`src/rtl/cdb_arbiter_pkg.sv`:
```
// Shared CDB definitions: widths, channel count and the result record that the
// ROB and reservation stations also consume.
package cdb_arbiter_pkg;

   localparam int CDB_ROB_ENTRIES = 32;
   localparam int CDB_ROB_IDX_W   = $clog2(CDB_ROB_ENTRIES);
   localparam int CDB_DATA_W      = 64;
   localparam int CDB_CHANNELS    = 2;

   typedef struct packed {
      logic                     valid;
      logic [CDB_ROB_IDX_W-1:0] rob_entry;
      logic [CDB_DATA_W-1:0]    value;
   } cdb_result_t;

endpackage

```
`src/rtl/cdb_fu_queue.sv`:
```
// Per-functional-unit result FIFO. A full queue refuses a push even when the head
// is popped on the same edge; flush empties it and outranks push and pop.
module cdb_fu_queue #(
   parameter int DEPTH = 2,
   parameter int WIDTH = 69
) (
   input  logic             clock,
   input  logic             reset,
   input  logic             flush,
   input  logic             push,
   input  logic             pop,
   input  logic [WIDTH-1:0] data_in,
   output logic             full,
   output logic             empty,
   output logic [WIDTH-1:0] head
);

   localparam int PTR_W = (DEPTH > 1) ? $clog2(DEPTH) : 1;
   localparam int CNT_W = $clog2(DEPTH + 1);

   logic [WIDTH-1:0] mem [DEPTH];
   logic [PTR_W-1:0] rd_ptr;
   logic [PTR_W-1:0] wr_ptr;
   logic [CNT_W-1:0] count;
   logic             do_push;
   logic             do_pop;

   function automatic logic [PTR_W-1:0] ptr_inc(input logic [PTR_W-1:0] p);
      return (p == PTR_W'(DEPTH - 1)) ? '0 : p + PTR_W'(1);
   endfunction

   assign full    = (count == CNT_W'(DEPTH));
   assign empty   = (count == '0);
   assign head    = mem[rd_ptr];
   assign do_push = push && !full;
   assign do_pop  = pop && !empty;

   always_ff @(posedge clock or posedge reset) begin
      if (reset) begin
         rd_ptr <= '0;
         wr_ptr <= '0;
         count  <= '0;
      end else if (flush) begin
         rd_ptr <= '0;
         wr_ptr <= '0;
         count  <= '0;
      end else begin
         if (do_push) wr_ptr <= ptr_inc(wr_ptr);
         if (do_pop)  rd_ptr <= ptr_inc(rd_ptr);
         case ({do_push, do_pop})
            2'b10:   count <= count + CNT_W'(1);
            2'b01:   count <= count - CNT_W'(1);
            default: count <= count;
         endcase
      end
   end

   // Storage needs no reset: the head is only consumed when the count says valid.
   always_ff @(posedge clock) begin
      if (do_push) mem[wr_ptr] <= data_in;
   end

endmodule

```
`src/rtl/cdb_arbiter.sv`:
```
// CDB transmit side: buffers per-unit results and grants up to two per cycle,
// round-robin from rr_ptr, onto registered broadcast channels 1 and 2.
module cdb_arbiter
   import cdb_arbiter_pkg::*;
#(
   parameter int NUM_FU      = 4,
   parameter int QUEUE_DEPTH = 2,
   parameter int DATA_W      = CDB_DATA_W,
   parameter int ROB_IDX_W   = CDB_ROB_IDX_W
) (
   input  logic                        clock,
   input  logic                        reset,
   input  logic                        flush,
   input  logic [NUM_FU-1:0]           fu_valid_in,
   input  logic [NUM_FU*DATA_W-1:0]    fu_value_in,
   input  logic [NUM_FU*ROB_IDX_W-1:0] fu_rob_entry_in,
   output logic [NUM_FU-1:0]           fu_ready_out,
   output logic [DATA_W-1:0]           value_out1,
   output logic [DATA_W-1:0]           value_out2,
   output logic [ROB_IDX_W-1:0]        rob_entry_out1,
   output logic [ROB_IDX_W-1:0]        rob_entry_out2,
   output logic                        wrt_en_out1,
   output logic                        wrt_en_out2,
   output logic                        busy_out
);

   localparam int FU_W    = (NUM_FU > 1) ? $clog2(NUM_FU) : 1;
   localparam int SUM_W   = FU_W + 1;
   localparam int ENTRY_W = ROB_IDX_W + DATA_W;

   logic [NUM_FU-1:0]       fifo_full;
   logic [NUM_FU-1:0]       fifo_empty;
   logic [NUM_FU-1:0]       fifo_push;
   logic [NUM_FU-1:0]       fifo_pop;
   logic [ENTRY_W-1:0]      fifo_head [NUM_FU];

   logic [FU_W-1:0]         rr_ptr;
   logic [FU_W-1:0]         rr_next;
   logic [FU_W-1:0]         last_idx;
   logic [SUM_W-1:0]        scan_sum;
   logic                    taken;
   logic [CDB_CHANNELS-1:0] grant_vld;
   logic [FU_W-1:0]         grant_idx [CDB_CHANNELS];

   logic [CDB_CHANNELS-1:0] cdb_wrt;
   logic [DATA_W-1:0]       cdb_value [CDB_CHANNELS];
   logic [ROB_IDX_W-1:0]    cdb_rob   [CDB_CHANNELS];

   for (genvar i = 0; i < NUM_FU; i++) begin : g_fu
      assign fifo_push[i] = fu_valid_in[i] && !fifo_full[i];

      cdb_fu_queue #(
         .DEPTH (QUEUE_DEPTH),
         .WIDTH (ENTRY_W)
      ) u_queue (
         .clock   (clock),
         .reset   (reset),
         .flush   (flush),
         .push    (fifo_push[i]),
         .pop     (fifo_pop[i]),
         .data_in ({fu_rob_entry_in[i*ROB_IDX_W +: ROB_IDX_W], fu_value_in[i*DATA_W +: DATA_W]}),
         .full    (fifo_full[i]),
         .empty   (fifo_empty[i]),
         .head    (fifo_head[i])
      );
   end

   assign fu_ready_out = ~fifo_full;
   assign busy_out     = ~&fifo_empty;

   // Walk the units starting at rr_ptr; each non-empty unit takes the next free channel.
   always_comb begin
      grant_vld = '0;
      for (int c = 0; c < CDB_CHANNELS; c++) grant_idx[c] = '0;
      last_idx = '0;
      scan_sum = '0;
      taken    = 1'b0;
      for (int k = 0; k < NUM_FU; k++) begin
         scan_sum = {1'b0, rr_ptr} + SUM_W'(k);
         if (scan_sum >= SUM_W'(NUM_FU)) scan_sum = scan_sum - SUM_W'(NUM_FU);
         if (!fifo_empty[scan_sum[FU_W-1:0]]) begin
            taken = 1'b0;
            for (int c = 0; c < CDB_CHANNELS; c++) begin
               if (!taken && !grant_vld[c]) begin
                  grant_vld[c] = 1'b1;
                  grant_idx[c] = scan_sum[FU_W-1:0];
                  last_idx     = scan_sum[FU_W-1:0];
                  taken        = 1'b1;
               end
            end
         end
      end
   end

   assign rr_next = (last_idx == FU_W'(NUM_FU - 1)) ? '0 : last_idx + FU_W'(1);

   always_comb begin
      fifo_pop = '0;
      for (int c = 0; c < CDB_CHANNELS; c++) begin
         if (grant_vld[c]) fifo_pop[grant_idx[c]] = 1'b1;
      end
   end

   always_ff @(posedge clock or posedge reset) begin
      if (reset) begin
         rr_ptr <= '0;
         for (int c = 0; c < CDB_CHANNELS; c++) begin
            cdb_wrt[c]   <= 1'b0;
            cdb_value[c] <= '0;
            cdb_rob[c]   <= '0;
         end
      end else if (flush) begin
         rr_ptr <= '0;
         for (int c = 0; c < CDB_CHANNELS; c++) begin
            cdb_wrt[c]   <= 1'b0;
            cdb_value[c] <= '0;
            cdb_rob[c]   <= '0;
         end
      end else begin
         if (|grant_vld) rr_ptr <= rr_next;
         for (int c = 0; c < CDB_CHANNELS; c++) begin
            cdb_wrt[c]   <= grant_vld[c];
            cdb_value[c] <= grant_vld[c] ? fifo_head[grant_idx[c]][DATA_W-1:0] : '0;
            cdb_rob[c]   <= grant_vld[c] ? fifo_head[grant_idx[c]][ENTRY_W-1:DATA_W] : '0;
         end
      end
   end

   assign wrt_en_out1    = cdb_wrt[0];
   assign wrt_en_out2    = cdb_wrt[1];
   assign value_out1     = cdb_value[0];
   assign value_out2     = cdb_value[1];
   assign rob_entry_out1 = cdb_rob[0];
   assign rob_entry_out2 = cdb_rob[1];

endmodule

```
`config.mk`:
```
export PLATFORM = sky130hd
export DESIGN_NAME = cdb_arbiter
export DESIGN_NICKNAME = d
export VERILOG_FILES = /design/src/rtl/cdb_arbiter_pkg.sv /design/src/rtl/cdb_fu_queue.sv /design/src/rtl/cdb_arbiter.sv
export SDC_FILE = /design/constraint.sdc
export NUM_CORES = 1
export LEC_CHECK = 0
export ABC_AREA = 0
export CORE_AREA = 2 2 283 229
export CTS_CLUSTER_SIZE = 30
export DETAILED_ROUTE_END_ITERATION = 10
export DIE_AREA = 0 0 285 231
export GPL_ROUTABILITY_DRIVEN = 1
export HOLD_SLACK_MARGIN = 0.12
export PLACE_DENSITY = 0.79
export SLEW_MARGIN = 25
export SYNTH_ARGS = -nofsm -noshare
export SYNTH_HDL_FRONTEND = slang
export SYNTH_SLANG_ARGS = --single-unit
```
`constraint.sdc`:
```
create_clock -name clock -period 4.6 [get_ports clock]
set_input_delay 0.69 -clock clock [delete_from_list [all_inputs] [get_ports clock]]
set_output_delay 0.69 -clock clock [all_outputs]
set_load 0.01 [all_outputs]
```
==> results.md, run 1 <==
* Antenna violations before repair at 26
* Crit Path Category: flip-flop to flip-flop
* Peak Freq at 235 MHz
* Root Driver: clkbuf_16
* Crit share post-route at 0.925
* Postcts setup bufs at 0
* Mapped Area at 29300 um2
* Die Ht at 231 um
* Reg power frac at 0.280
* P_int at 17.5 mW
* Netlist cell types at 56
* Share of layout cells above drive strength 1 at 0.0715
* P_sw at 14.7 mW
* Post-route setup slack at 0.345 ns
* Most frequent cell after synthesis: nand2_1
* Rows at 83
* Placed cell count at 3464
* # resized after CTS at 0
* # IOs at 428
* Rel. slew slack at 0.306
* Post-Layout Cell Count at 3611
* CTS H-tree depth at 3
* Routability cong. at 0.895
* Final setup viols at 0
* DRT Pass-1 Iters at 10
* DIE AREA at 65800 um2
* Final Hold Fails at 0
* WL per Instance at 24.4 um
* Worst Setup End Kind: flip-flop
* Startpoint Class: flip-flop
* Pre-CTS setup slack at 0.382 ns
* Synth area leaders: edfxtp_1 (57%), dfrtp_1 (13%), mux2i_1 (9.5%)
* Power Total at 32.2 mW
* Synth area leader: edfxtp_1
* #FFs+latches synth at 710
* TritonCTS clock tree: yes
* Routed Antenna Nets at 0
* Worst vdd ir at 1.54 mV
* Critical path fanouts, max at 24
* Final min period at 4.26 ns
* RSZ-0062 raised after global routing: false
* Hold-fix buffers at CTS at 0
* Overall routed net length at 87900 um
* Setup Skew at 0.0286 ns
* Syn Nets at 2583
* Most instantiated cells after synthesis: nand2_1 (577), edfxtp_1 (552), mux2i_1 (279), nand3_1 (279), dfrtp_1 (158)
* Total global routing overflow at 0
* Largest net degree at the start of global routing at 159
* Max-cap violation count at 0
* Measured slew at the worst slew-check pin at 1.04 ns
* Fill count at 4788
* Failing checks: DRC
* Core Area at 63300 um2
* Worst hold path type: input port to async pin
* Power density over cell area at 863 nW/um2
* Dpl hpwl at 56100 um
* Number of global-route vias before repair at 20666
* First-pass GRT wire length at 127000 um
* Via count at 21000
* Avg Vias per Cell at 5.82
* Total Nets Final at 2983
* Register area share after synthesis at 0.700
* Port bufs at 427
* Area Overhead vs Synth at 27.2%
* Post-synth ARST share at 0.223
* Synth Flop Type: edfxtp_1
* CTS Sinks at 710
* Req. time, crit path at 5.10 ns
* Gate power share at 0.529
* Initial Util at 0.463
* Setup TNS Final at 0 ns
* R2R depth at 11
* Number of synthesized flops with an enable pin at 552
* Crit path from: g_fu[1].u_queue.count[0]$_DFFE_PP0P_
* Drt initial violations at 2889
* Final Max Tran Viols at 0
* Clock-pin slew on the worst setup and hold paths at 0.06 ns
* # DRC at 1
* Max clock buf depth at 3
* Synth Warn # at 0
* Syn Inst Count at 2294
* Total track usage at 0.260
* CP arrival at 4.76 ns
* LEAKAGE at 13.5 nW
* Clk pwr share at 0.191
* Worst skew pair latency at 0.62 ns
* Reg2reg start: g_fu[1].u_queue.count[0]$_DFFE_PP0P_
* Chip width at 285 um
* Top cell type's share of synthesized area at 0.565
* Number of CTS-inserted buffers at 72
* Sw Ratio at 0.456
* Run status: finished with violations
* Syn_area_per_cell at 12.8 um2
-- layout make-up --
cell class,instances,area [um2],area share
sequential,710,20500,0.551
multi-input combinational,1427,8280,0.222
timing repair buffer,473,4840,0.130
clock buffer,104,2090,0.0562
tap,850,1060,0.0285
clock inverter,30,409,0.0110
inverter,10,41.3,0.00111
antenna,7,17.5,0.000470
-- path summary, 6_finish.rpt --
| path | to | slack, ns |
|---|---|---|
| setup / recovery | value_out1[63]$_DFF_PP0_ | 0.34 |
| hold / removal | cdb_wrt[1]$_DFF_PP0_ | 0.50 |
| setup reg to reg | value_out1[63]$_DFF_PP0_ | 0.34 |
| hold reg to reg | g_fu[2].u_queue.wr_ptr$_DFFE_PP0P_ | 0.62 |
| max in group asynchronous | value_out2[27]$_DFF_PP0_ | 3.15 |
| min in group clock | g_fu[2].u_queue.wr_ptr$_DFFE_PP0P_ | 0.62 |
-- logic make-up (layout without fill, tap and decap cells) --
group / count (synthesis) / after routing / synth area share
flops: 710 / 710 / 0.700
compound gates: 207 / 208 / 0.0403
mux: 285 / 285 / 0.0995
xor+xnor: 5 / 5 / 0.00149
buf+inv: 158 / 617 / 0.0221
simple gates: 922 / 922 / 0.134
other cells: 0 / 7 / 0
fa+ha+maj: 7 / 7 / 0.00290
-- metal layers --
metal | track usage | routed length (um) | up-vias
met1 | 0.338 | 33100 | 10162
met2 | 0.423 | 41300 | 1440
met5 | 0 | 241 | -
met4 | 0.0952 | 3140 | 36
li1 | - | - | 9067
met3 | 0.0681 | 10100 | 295
-- metrics by stage --
stage	area, um2	hold slack (ns)	utilization
2_1_floorplan	29300	0.519	-
3_3_place_gp	34600	0.583	0.546
3_5_place_dp	34600	0.605	0.547
4_1_cts	37100	0.621	0.586
5_1_grt	37300	0.527	0.589
6_report	37300	0.504	0.589
-- power groups by stage --
stage / clock [mW] / combinational, mW / sequential (mW)
3_3_place_gp: 0 / 15.5 / 9.23
5_1_grt: 6.45 / 18.1 / 9.12
2_1_floorplan: 0 / 10.7 / 8.96
6_report: 6.13 / 17.0 / 9.02
4_1_cts: 6.20 / 16.4 / 9.16
3_5_place_dp: 0 / 16.3 / 9.28
-- critical path: stages (launching register included) --
cell and delay, ns:
dfrtp_1 0.43, or2_1 0.34, mux4_2 0.58, inv_2 0.14, ha_1 0.46, inv_1 0.19, or4_1 0.54, o211ai_1 0.24
or2_4 0.51, buf_4 0.37, nand3_1 0.11, a21oi_1 0.21
-- placed cells by master, fill, tap and decap left out, drive strengths merged, types with 2 or more instances in the layout --
| master | count |
|---|---|
| nand2 | 577 |
| edfxtp | 552 |
| clkdlybuf4s50 | 427 |
| mux2i | 279 |
| nand3 | 279 |
| dfrtp | 158 |
| a21oi | 148 |
| clkbuf | 104 |
| buf | 46 |
| nor2 | 28 |
| clkinv | 19 |
| o21ai | 16 |
| nand2b | 11 |
| inv | 11 |
| or2 | 9 |
| bufinv | 8 |
| diode | 7 |
| ha | 6 |
| mux4 | 5 |
| o22ai | 5 |
| or3 | 5 |
| a31oi | 5 |
| a211o | 4 |
| o211ai | 4 |
| and3 | 4 |
| nand3b | 4 |
| xor2 | 4 |
| a21o | 4 |
| o2bb2ai | 2 |
| o2111ai | 2 |
| a32oi | 2 |
| o22a | 2 |
| nand4 | 2 |
| clkinvlp | 2 |
| a21boi | 2 |
-- sequential cells by signal (all words and copies together) (netlist names) --
register and count:
rob_entry_out2 5, g_fu.u_queue.mem 552, g_fu.u_queue.wr_ptr 4, g_fu.u_queue.count 8
value_out1 64, g_fu.u_queue.rd_ptr 4, cdb_wrt 2, value_out2 64
rr_ptr 2, rob_entry_out1 5
No activity file was read; power rests on OpenSTA's default activity.
==> run 2, diff against run 1 <==
SETUP_SLACK_MARGIN = 0.05   (was unset)
==> results of run 2 <==
Same layout as run 1: the final DEF is identical, and so are final timing and power.
